--- src/rtl/fetch_unit_pkg.sv ---
// Shared types for the fetch unit: FSM state encoding and the buffered
// instruction entry.
package Bundle;

  typedef enum logic [1:0] {
    BOOT  = 2'd0,
    FETCH = 2'd1,
    DRAIN = 2'd2
  } FetchState;

  typedef struct packed {
    logic [31:0] pc;
    logic [31:0] inst;
  } FetchEntry;

  localparam logic [31:0] PC_STEP = 32'd4;

endpackage

--- src/rtl/fetch_unit_inst_buffer.sv ---
// InstBuffer: DEPTH-entry synchronous FIFO of fetched {pc, inst} pairs.
// The head is read straight from storage, so a push is visible next cycle.
module InstBuffer
  import Bundle::*;
#(
  parameter int          DEPTH    = 2,
  parameter logic [31:0] RESET_PC = 32'h0000_0000
) (
  input  logic                         clk,
  input  logic                         reset,
  input  logic                         flush,
  input  logic                         push,
  input  FetchEntry                    push_entry,
  input  logic                         pop,
  output FetchEntry                    head,
  output logic                         full,
  output logic                         empty,
  output logic [$clog2(DEPTH+1)-1:0]   count
);

  localparam int CW = $clog2(DEPTH + 1);
  localparam int PW = (DEPTH > 1) ? $clog2(DEPTH) : 1;
  localparam FetchEntry RESET_ENTRY = '{pc: RESET_PC, inst: 32'h0000_0000};

  FetchEntry         mem_q [DEPTH];
  FetchEntry         mem_d [DEPTH];
  logic [PW-1:0]     rd_ptr_q, rd_ptr_d;
  logic [PW-1:0]     wr_ptr_q, wr_ptr_d;
  logic [CW-1:0]     count_q, count_d;
  logic              do_push_s, do_pop_s;

  function automatic logic [PW-1:0] ptr_inc(input logic [PW-1:0] p);
    return (p == PW'(DEPTH - 1)) ? '0 : p + PW'(1);
  endfunction

  assign full  = (count_q == CW'(DEPTH));
  assign empty = (count_q == '0);
  assign count = count_q;
  assign head  = mem_q[rd_ptr_q];

  // A full buffer may still be written when the head leaves in the same cycle.
  assign do_push_s = push && (!full || pop);
  assign do_pop_s  = pop && !empty;

  always_comb begin
    mem_d    = mem_q;
    rd_ptr_d = rd_ptr_q;
    wr_ptr_d = wr_ptr_q;
    count_d  = count_q;
    if (flush) begin
      rd_ptr_d = '0;
      wr_ptr_d = '0;
      count_d  = '0;
    end else begin
      if (do_push_s) begin
        mem_d[wr_ptr_q] = push_entry;
        wr_ptr_d        = ptr_inc(wr_ptr_q);
      end else begin
        wr_ptr_d = wr_ptr_q;
      end
      if (do_pop_s) begin
        rd_ptr_d = ptr_inc(rd_ptr_q);
      end else begin
        rd_ptr_d = rd_ptr_q;
      end
      case ({do_push_s, do_pop_s})
        2'b10:   count_d = count_q + CW'(1);
        2'b01:   count_d = count_q - CW'(1);
        default: count_d = count_q;
      endcase
    end
  end

  always_ff @(posedge clk or negedge reset) begin
    if (!reset) begin
      for (int i = 0; i < DEPTH; i++) mem_q[i] <= RESET_ENTRY;
      rd_ptr_q <= '0;
      wr_ptr_q <= '0;
      count_q  <= '0;
    end else begin
      for (int i = 0; i < DEPTH; i++) mem_q[i] <= mem_d[i];
      rd_ptr_q <= rd_ptr_d;
      wr_ptr_q <= wr_ptr_d;
      count_q  <= count_d;
    end
  end

endmodule

--- src/rtl/fetch_unit.sv ---
// fetch_unit: issues in-order instruction fetches, buffers returns for decode,
// and discards responses belonging to requests issued before a redirect.
module fetch_unit
  import Bundle::*;
#(
  parameter logic [31:0] RESET_PC = 32'h0000_0000,
  parameter int          DEPTH    = 2
) (
  input  logic        clk,
  input  logic        reset,
  output logic        imem_req_valid,
  input  logic        imem_req_ready,
  output logic [31:0] imem_req_addr,
  input  logic        imem_res_valid,
  input  logic [31:0] imem_res_data,
  input  logic        redirect_valid,
  input  logic [31:0] redirect_pc,
  input  logic        dec_stall,
  output logic        dec_valid,
  output logic [31:0] dec_inst,
  output logic [31:0] dec_pc
);

  localparam int            CW      = $clog2(DEPTH + 1);
  localparam logic [CW:0]   DEPTH_W = (CW + 1)'(DEPTH);

  FetchState     state_q, state_d;
  logic [31:0]   fetch_pc_q, fetch_pc_d;
  logic [31:0]   resp_pc_q, resp_pc_d;
  logic [CW-1:0] outstanding_q, outstanding_d;
  logic [CW-1:0] drop_cnt_q, drop_cnt_d;

  logic [CW-1:0] occ_s;
  logic [CW:0]   inflight_s;
  logic          buf_full_s, buf_empty_s;
  logic          accept_s, resp_s, push_s, pop_s;
  FetchEntry     head_s, push_entry_s;

  // Requests are throttled so every in-flight response is guaranteed a slot.
  assign inflight_s     = {1'b0, outstanding_q} + {1'b0, occ_s};
  assign imem_req_valid = (state_q == FETCH) && (inflight_s < DEPTH_W);
  assign imem_req_addr  = fetch_pc_q;
  assign accept_s       = imem_req_valid && imem_req_ready;
  assign resp_s         = imem_res_valid && (outstanding_q != '0);
  assign push_s         = resp_s && (state_q == FETCH) && !redirect_valid
                          && (!buf_full_s || pop_s);
  assign pop_s          = !buf_empty_s && !dec_stall;
  assign push_entry_s   = '{pc: resp_pc_q, inst: imem_res_data};

  assign dec_valid = !buf_empty_s;
  assign dec_inst  = head_s.inst;
  assign dec_pc    = head_s.pc;

  InstBuffer #(
    .DEPTH    (DEPTH),
    .RESET_PC (RESET_PC)
  ) u_inst_buffer (
    .clk        (clk),
    .reset      (reset),
    .flush      (redirect_valid),
    .push       (push_s),
    .push_entry (push_entry_s),
    .pop        (pop_s),
    .head       (head_s),
    .full       (buf_full_s),
    .empty      (buf_empty_s),
    .count      (occ_s)
  );

  always_comb begin
    state_d       = state_q;
    drop_cnt_d    = drop_cnt_q;
    outstanding_d = outstanding_q + CW'(accept_s) - CW'(resp_s);
    if (redirect_valid) begin
      fetch_pc_d = redirect_pc;
      resp_pc_d  = redirect_pc;
    end else begin
      fetch_pc_d = accept_s ? fetch_pc_q + PC_STEP : fetch_pc_q;
      resp_pc_d  = push_s ? resp_pc_q + PC_STEP : resp_pc_q;
    end
    // A redirect turns every request still in flight into one to be dropped.
    case (state_q)
      BOOT: begin
        state_d = FETCH;
      end
      FETCH, DRAIN: begin
        if (redirect_valid) begin
          drop_cnt_d = outstanding_d;
        end else if (state_q == DRAIN) begin
          drop_cnt_d = drop_cnt_q - CW'(resp_s);
        end else begin
          drop_cnt_d = drop_cnt_q;
        end
        state_d = (drop_cnt_d != '0) && (redirect_valid || state_q == DRAIN) ? DRAIN : FETCH;
      end
      default: begin
        state_d = BOOT;
      end
    endcase
  end

  always_ff @(posedge clk or negedge reset) begin
    if (!reset) begin
      state_q       <= BOOT;
      fetch_pc_q    <= RESET_PC;
      resp_pc_q     <= RESET_PC;
      outstanding_q <= '0;
      drop_cnt_q    <= '0;
    end else begin
      state_q       <= state_d;
      fetch_pc_q    <= fetch_pc_d;
      resp_pc_q     <= resp_pc_d;
      outstanding_q <= outstanding_d;
      drop_cnt_q    <= drop_cnt_d;
    end
  end

endmodule

--- config.mk ---
export PLATFORM = sky130hd
export DESIGN_NAME = fetch_unit
export DESIGN_NICKNAME = d
export VERILOG_FILES = /design/src/rtl/fetch_unit_pkg.sv /design/src/rtl/fetch_unit_inst_buffer.sv /design/src/rtl/fetch_unit.sv
export SDC_FILE = /design/constraint.sdc
export NUM_CORES = 1
export LEC_CHECK = 0
export ABC_AREA = 1
export ABC_CLOCK_PERIOD_IN_PS = 2860
export CAP_MARGIN = 15
export CORE_ASPECT_RATIO = 1.25
export CORE_MARGIN = 2
export CORE_UTILIZATION = 40
export CTS_CLUSTER_SIZE = 30
export DETAILED_ROUTE_END_ITERATION = 8
export DONT_BUFFER_PORTS = 1
export HOLD_SLACK_MARGIN = 0.06
export PLACE_DENSITY = 0.52
export SLEW_MARGIN = 20
export SYNTH_ARGS = -nofsm -noshare
export SYNTH_HDL_FRONTEND = slang
export SYNTH_SLANG_ARGS = --single-unit
export TNS_END_PERCENT = 100
--- constraint.sdc ---
create_clock -name clk -period 2.86 [get_ports clk]
set_clock_uncertainty 0.05 [all_clocks]
set_input_delay 0.858 -clock clk [delete_from_list [all_inputs] [get_ports clk]]
set_output_delay 0.858 -clock clk [all_outputs]
set_load 0.02 [all_outputs]
# [Yosys cells after proc, flatten, opt, wreduce, memory -nomap -nowiden]
# Index checks and enable logic that the tools add are counted.
[word_totals] ff_bits=202 input_bits=70 output_inout_bits=98 elab_cells=85
[op_classes] addsub=10 n_lt_le_gt_ge=4 eq_ne=5 muxes=23 bitwise=3 n_reduce_logical=28
[ops] cell="64-bit 2-to-1 mux" n=4
[ops] cell="128-bit bitwise mux" n=1
[ops] cell="32-bit 2-to-1 mux" n=4
[ops] cell="32-bit by 3-bit adder with 32-bit output (second input constant)" n=2
[ops] cell="64-bit demux with 1-bit select" n=1
[ops] cell="2-bit nonzero test" n=6
[ops] cell="1-bit logical AND" n=11
[ops] cell="2-bit 2-to-1 mux" n=5
[ops] cell="2-bit case mux with 2 select lines" n=2
[ops] cell="2-bit equality test (second input constant)" n=3
[ops] cell="1-bit 2-to-1 mux" n=6
[ops] cell="2-bit by 1-bit equality test with 1-bit output (second input constant)" n=2
[ops] cell="2-bit >= comparator (second input constant)" n=2
[ops] cell="1-bit zero test" n=4
[ops] cell="2-bit zero test" n=2
[ops] cell="1-bit inverter with 2-bit output" n=2
[ops] cell="2-bit by 1-bit subtractor with 2-bit output" n=2
[ops] cell="2-bit by 2-bit adder with 3-bit output" n=1
[ops] cell="3-bit by 2-bit < comparator with 1-bit output (second input constant)" n=1
[ops] cell="3-bit nonzero test" n=1
[ops] cell="1-bit adder (second input constant)" n=2
[ops] cell="2-bit by 1-bit adder with 2-bit output" n=1
[ops] cell="2-bit by 1-bit adder with 2-bit output (second input constant)" n=1
[ops] cell="1-bit logical OR" n=2
[ops] cell="other kinds (5)" n=5

# [Logic depth before layout (Yosys ltp)]
[depth] depth_word=12 depth_mapped=17

# [Cells and area by module]
# Synthesis repeated with hierarchy kept, for this count alone.
[unflattened] cells_unflattened=1434 area_unflattened_um2=11189.5
[modules_own_cells] mod="InstBuffer" n_inst=1 cells_per_inst=720 area_each_um2=6351.1
[modules_own_cells] mod="fetch_unit" n_inst=1 cells_per_inst=714 area_each_um2=4838.4

# [Worst setup path after synthesis]
# Ideal clock, no wire load.
[synth_path] path_kind="flip-flop to flip-flop" startpoint="reg u_inst_buffer.count_q[0] (netlist: u_inst_buffer.count[0])" endpoint="reg state_q[0]" setup_ns=0.077 t_arrival_ns=2.551 t_required_ns=2.733 path_slack_ns=0.181 stages_incl_launch_ff=18 path_buffers=0 path_cell_list="dfrtp_1 -> nand2_1 -> inv_1 -> fa_1 -> nor3_2 -> nand2_2 -> ha_1 -> inv_1 -> ha_1 -> inv_1 -> nand2_1 -> nand2_1 -> nand2_1 -> nand3_1 -> nand3_1 -> nand2_1 -> nand2_1 -> a21oi_1"
[synth_via] elab_chain_cells=12
[synth_rtl] item="start: declaration" line="fetch_unit_inst_buffer.sv:29" source="logic [CW-1:0] count_q, count_d;"
[synth_rtl] item="start signal: assignment" line="fetch_unit_inst_buffer.sv:84" source="count_q <= count_d;"
[synth_rtl] item="2-bit by 2-bit adder with 3-bit output" line="fetch_unit.sv:40" source="assign inflight_s = {1'b0, outstanding_q} + {1'b0, occ_s};"
[synth_rtl] item="3-bit by 2-bit < comparator with 1-bit output" line="fetch_unit.sv:41" source="assign imem_req_valid = (state_q == FETCH) && (inflight_s < DEPTH_W);"
[synth_rtl] item="1-bit logical AND" line="fetch_unit.sv:41"
[synth_rtl] item="via imem_req_valid" line="fetch_unit.sv:11" source="output logic imem_req_valid,"
[synth_rtl] item="1-bit logical AND" line="fetch_unit.sv:43" source="assign accept_s = imem_req_valid && imem_req_ready;"
[synth_rtl] item="2-bit by 1-bit adder with 2-bit output" line="fetch_unit.sv:73" source="outstanding_d = outstanding_q + CW'(accept_s) - CW'(resp_s);"
[synth_rtl] item="2-bit by 1-bit subtractor with 2-bit output" line="fetch_unit.sv:73"
[synth_rtl] item="2-bit 2-to-1 mux" line="fetch_unit.sv:87" source="if (redirect_valid) begin"
[synth_rtl] item="2-bit 2-to-1 mux" line="fetch_unit.sv:82" source="case (state_q)"
[synth_rtl] item="2-bit nonzero test" line="fetch_unit.sv:94" source="state_d = (drop_cnt_d != '0) && (redirect_valid || state_q == DRAIN) ? DRAIN : FETCH;"
[synth_rtl] item="1-bit logical AND" line="fetch_unit.sv:94"
[synth_rtl] item="2-bit 2-to-1 mux" line="fetch_unit.sv:94"
[synth_rtl] item="2-bit case mux with 2 select lines" line="fetch_unit.sv:82"
[synth_rtl] item="via state_d[0]" line="fetch_unit.sv:27" source="FetchState state_q, state_d;"
[synth_rtl] item="end signal: assignment" line="fetch_unit.sv:110" source="state_q <= state_d;"
[synth_rtl] item="end: declaration" line="fetch_unit.sv:27"
# The timed path passes the listed nets, and every way through them passes these cells. The select of a mux whose other input is x is not followed.
# A chain may end at the register's enable or synchronous reset.

# [Worst setup path in the final report]
[layout_path] startpoint="reg u_inst_buffer.count_q[0] (netlist: u_inst_buffer.count[0])" endpoint="out imem_req_valid"
[layout_via] elab_chain_cells=3
[layout_rtl] item="2-bit by 2-bit adder with 3-bit output" line="fetch_unit.sv:40"
[layout_rtl] item="3-bit by 2-bit < comparator with 1-bit output" line="fetch_unit.sv:41"
[layout_rtl] item="1-bit logical AND" line="fetch_unit.sv:41"
[layout_rtl] item="end: declaration" line="fetch_unit.sv:11"
# No other way between the ends.

==> results.txt <==
H-tree depth -> 1
Rel. slew slack -> 58.04%
Worst slack, placed -> 246.9 ps
Max frequency -> 360.8 MHz
Antenna violations before repair -> 0
Crit Path Class -> flop to output port
Final Setup Violations -> 0
Syn_nets -> 1,522
Tmin final -> 2772 ps
Worst min path class -> primary input to async pin
Post-synth top cells -> 605 x nand2_1, 202 x dfrtp_1, 140 x inv_1
Non-filler instance count after layout -> 1,777
First-pass GRT wire length -> 45,700 um
Synth warn -> 0
Die X -> 150.2 um
Power per cell area -> 979.2 nW/um^2
Routed Antenna Nets -> 0
Number of enable flip-flop cells after synthesis -> 0
Met2 wire len -> 13,070 um
Avg WL per Cell -> 16.06 um
Die area -> 28,040 um^2
TNS Setup -> 0 ps
# clock sinks -> 202
Share of layout cells above drive strength 1 -> 5.846%
Critical Path RT -> 1950 ps
FF-to-FF path depth -> 17
Iteration count of the initial detailed-routing pass -> 5
CP cell instances -> nand2_1, inv_1, fa_1, nor3_2, buf_4
DRC violations left -> 0
Routed wl met3 -> 1716 um
Cell taking the most area after synthesis -> dfrtp_1
Worst Tran Pin Value -> 627.2 ps
Fin nets -> 1,501
Main area contributors after synthesis -> dfrtp_1 47%, nand2_1 21%, o21ai_1 5.8%
CTS buffer count -> 23
Count leader, synth -> nand2_1
Crit end category -> output port
Final number of max-transition violations -> 0
Tcrit/Tclk final -> 96.92%
CP Max Fanout -> 3
Area Growth Syn to Fin -> 8.351%
Flop pwr share -> 42.9%
Worst IR drop on VDD -> 510.2 uV
Post-synthesis sequential area ratio -> 47.32%
Largest net degree at the start of global routing -> 203
RSZ-0062 raised after global routing -> no
Outcome -> finished with violations
Post_cts resized -> 0
Leakage -> 0.005766 uW
Grt ovf -> 0
Psw -> 4617 uW
Post-synthesis instance total -> 1,442
Met1 Wirelength -> 12,830 um
Post-Syn Area -> 10,680 um^2
Clock Power Share -> 24.9%
First-iteration detailed-routing DRC count -> 536
Worst setup SP type -> flop
Comb power frac -> 32.2%
Power Internal -> 6718 uW
CP max-delay cell -> fa_1
Yosys reg bits -> 202
Final hold vios -> 2
Max-cap violations -> 0
Rows -> 66
Dpl cells -> 1,736
Number of port buffers -> 0
Final GP Congestion -> 0.8874
Clk buf depth -> 3
R2R Path End -> state_q[0]
Final wirelength -> 28,530 um
Clk_lat worst skew -> 500 ps
Io pins -> 168
Root Driver -> clkbuf_16
WP data arrival -> 1860 ps
Detailed placement HPWL -> 19,910 um
Final worst hold slack -> -2.474 ps
Via/cell ratio -> 4.976
Via count -> 8,843
Highest routed metal layer -> met4
Antenna fix cells -> 0
Netlist cell types -> 36
Core Box Area -> 26,180 um^2
Vias in the first global route -> 8,470
Clock-pin slew on the worst setup and hold paths -> 60 ps
Failing checks -> negative hold slack
Initial core utilization -> 40.81%
Top FF cell, synth -> dfrtp_1
GRT Overall Usage -> 20.36%
Filler cells -> 2,718
Fraction of registers with async set/reset -> 100.0%
CTS tree -> built
Top cell type's share of synthesized area -> 47.32%
Worst r2r src -> u_inst_buffer.count[0]
Net Sw Frac -> 40.73%
Die Y -> 186.7 um
Fin worst setup slack -> 88.08 ps
Reg2reg setup slack -> 260 ps
Avg Cell Area, Syn -> 7.408 um^2
Slowest stage delay, CP -> 450 ps
per-layer routing:
metal  GRT usage, %  up-vias
met5              0        -
met4          6.241        0
met3          3.741       46
met2          33.19      218
met1          27.49     4079
li1               -     4500
layout make-up:
cell class                      instances  area [um^2]  share of cell area, %
Clock inverter                          4        48.80                 0.4216
Multi-Input combinational cell       1034         4668                  40.33
Sequential cell                       202         5056                  43.68
Timing Repair Buffer                   14        167.7                  1.448
Inverter                              146        550.5                  4.756
Clock buffer                           37        658.1                  5.686
Tap cell                              340        425.4                  3.675
flip-flops by register name, summed over array words and instances, names as in the netlist:
signal and count:
imem_req_addr 32, u_inst_buffer.rd_ptr_q 1, u_inst_buffer.mem_q 128, drop_cnt_q 2
resp_pc_q 32, u_inst_buffer.wr_ptr_q 1, state_q 2, outstanding_q 2
u_inst_buffer.count 2
power by group through the flow:
stage	clock network, uW	registers (uW)	logic (uW)
2_1_floorplan	0	4700	3070
3_3_place_gp	0	4880	3650
6_report	2820	4860	3650
3_5_place_dp	0	4900	3710
4_1_cts	2910	4860	3720
5_1_grt	3040	5040	4190
worst max path at each step:
stage	start	endpoint	slack, ps
4_1_cts	outstanding_q[0]	imem_req_valid	40
3_5_place_dp	u_inst_buffer.count[0]	state_q[0]	250
6_report	u_inst_buffer.count[0]	imem_req_valid	90
3_3_place_gp	outstanding_q[0]	state_q[0]	290
5_1_grt	u_inst_buffer.count[0]	imem_req_valid	10
2_1_floorplan	u_inst_buffer.count[0]	state_q[0]	180
through the flow:
stage	power (uW)	area (um^2)	util (%)
after global placement	8532	10870	41.52
after detailed placement	8615	10870	41.52
after CTS	11490	11570	44.22
after floorplan	7771	10680	-
final	11330	11570	44.22
after global routing	12270	11570	44.22
worst max-delay path: cells and delay by family, from the launching register on:
kind / cells / cell delay (ps)
adder cells (fa/ha/maj): 1 / 450
buffers and inverters: 2 / 220
flip-flops: 1 / 400
AND/OR/NAND/NOR: 2 / 290
repair_timing:
item,in CTS,in global routing
buffers inserted,0,0
endpoints found under the hold margin,202,202
setup endpoints to repair,0,1
kinds of logic after synthesis:
group | after synthesis | share of synthesized area, %
simple gates | 803 | 30.73
fa+ha+maj | 10 | 1.242
buf+inv | 206 | 9.030
xor+xnor | 14 | 1.148
compound gates | 207 | 10.53
flops | 202 | 47.32
layout by cell type, fill, tap and decap left out, types with 10 or more instances in the layout:
master and n:
xor2_1 13, nor2_2 12, clkbuf_1 11, o21ai_0 46, nand2_1 605, nor3_1 10, nor2_1 72, dfrtp_1 201
o21ai_1 123, nand3_1 77, clkbuf_16 23, o211ai_1 16, inv_1 139
(Power assumes the default switching activity.)
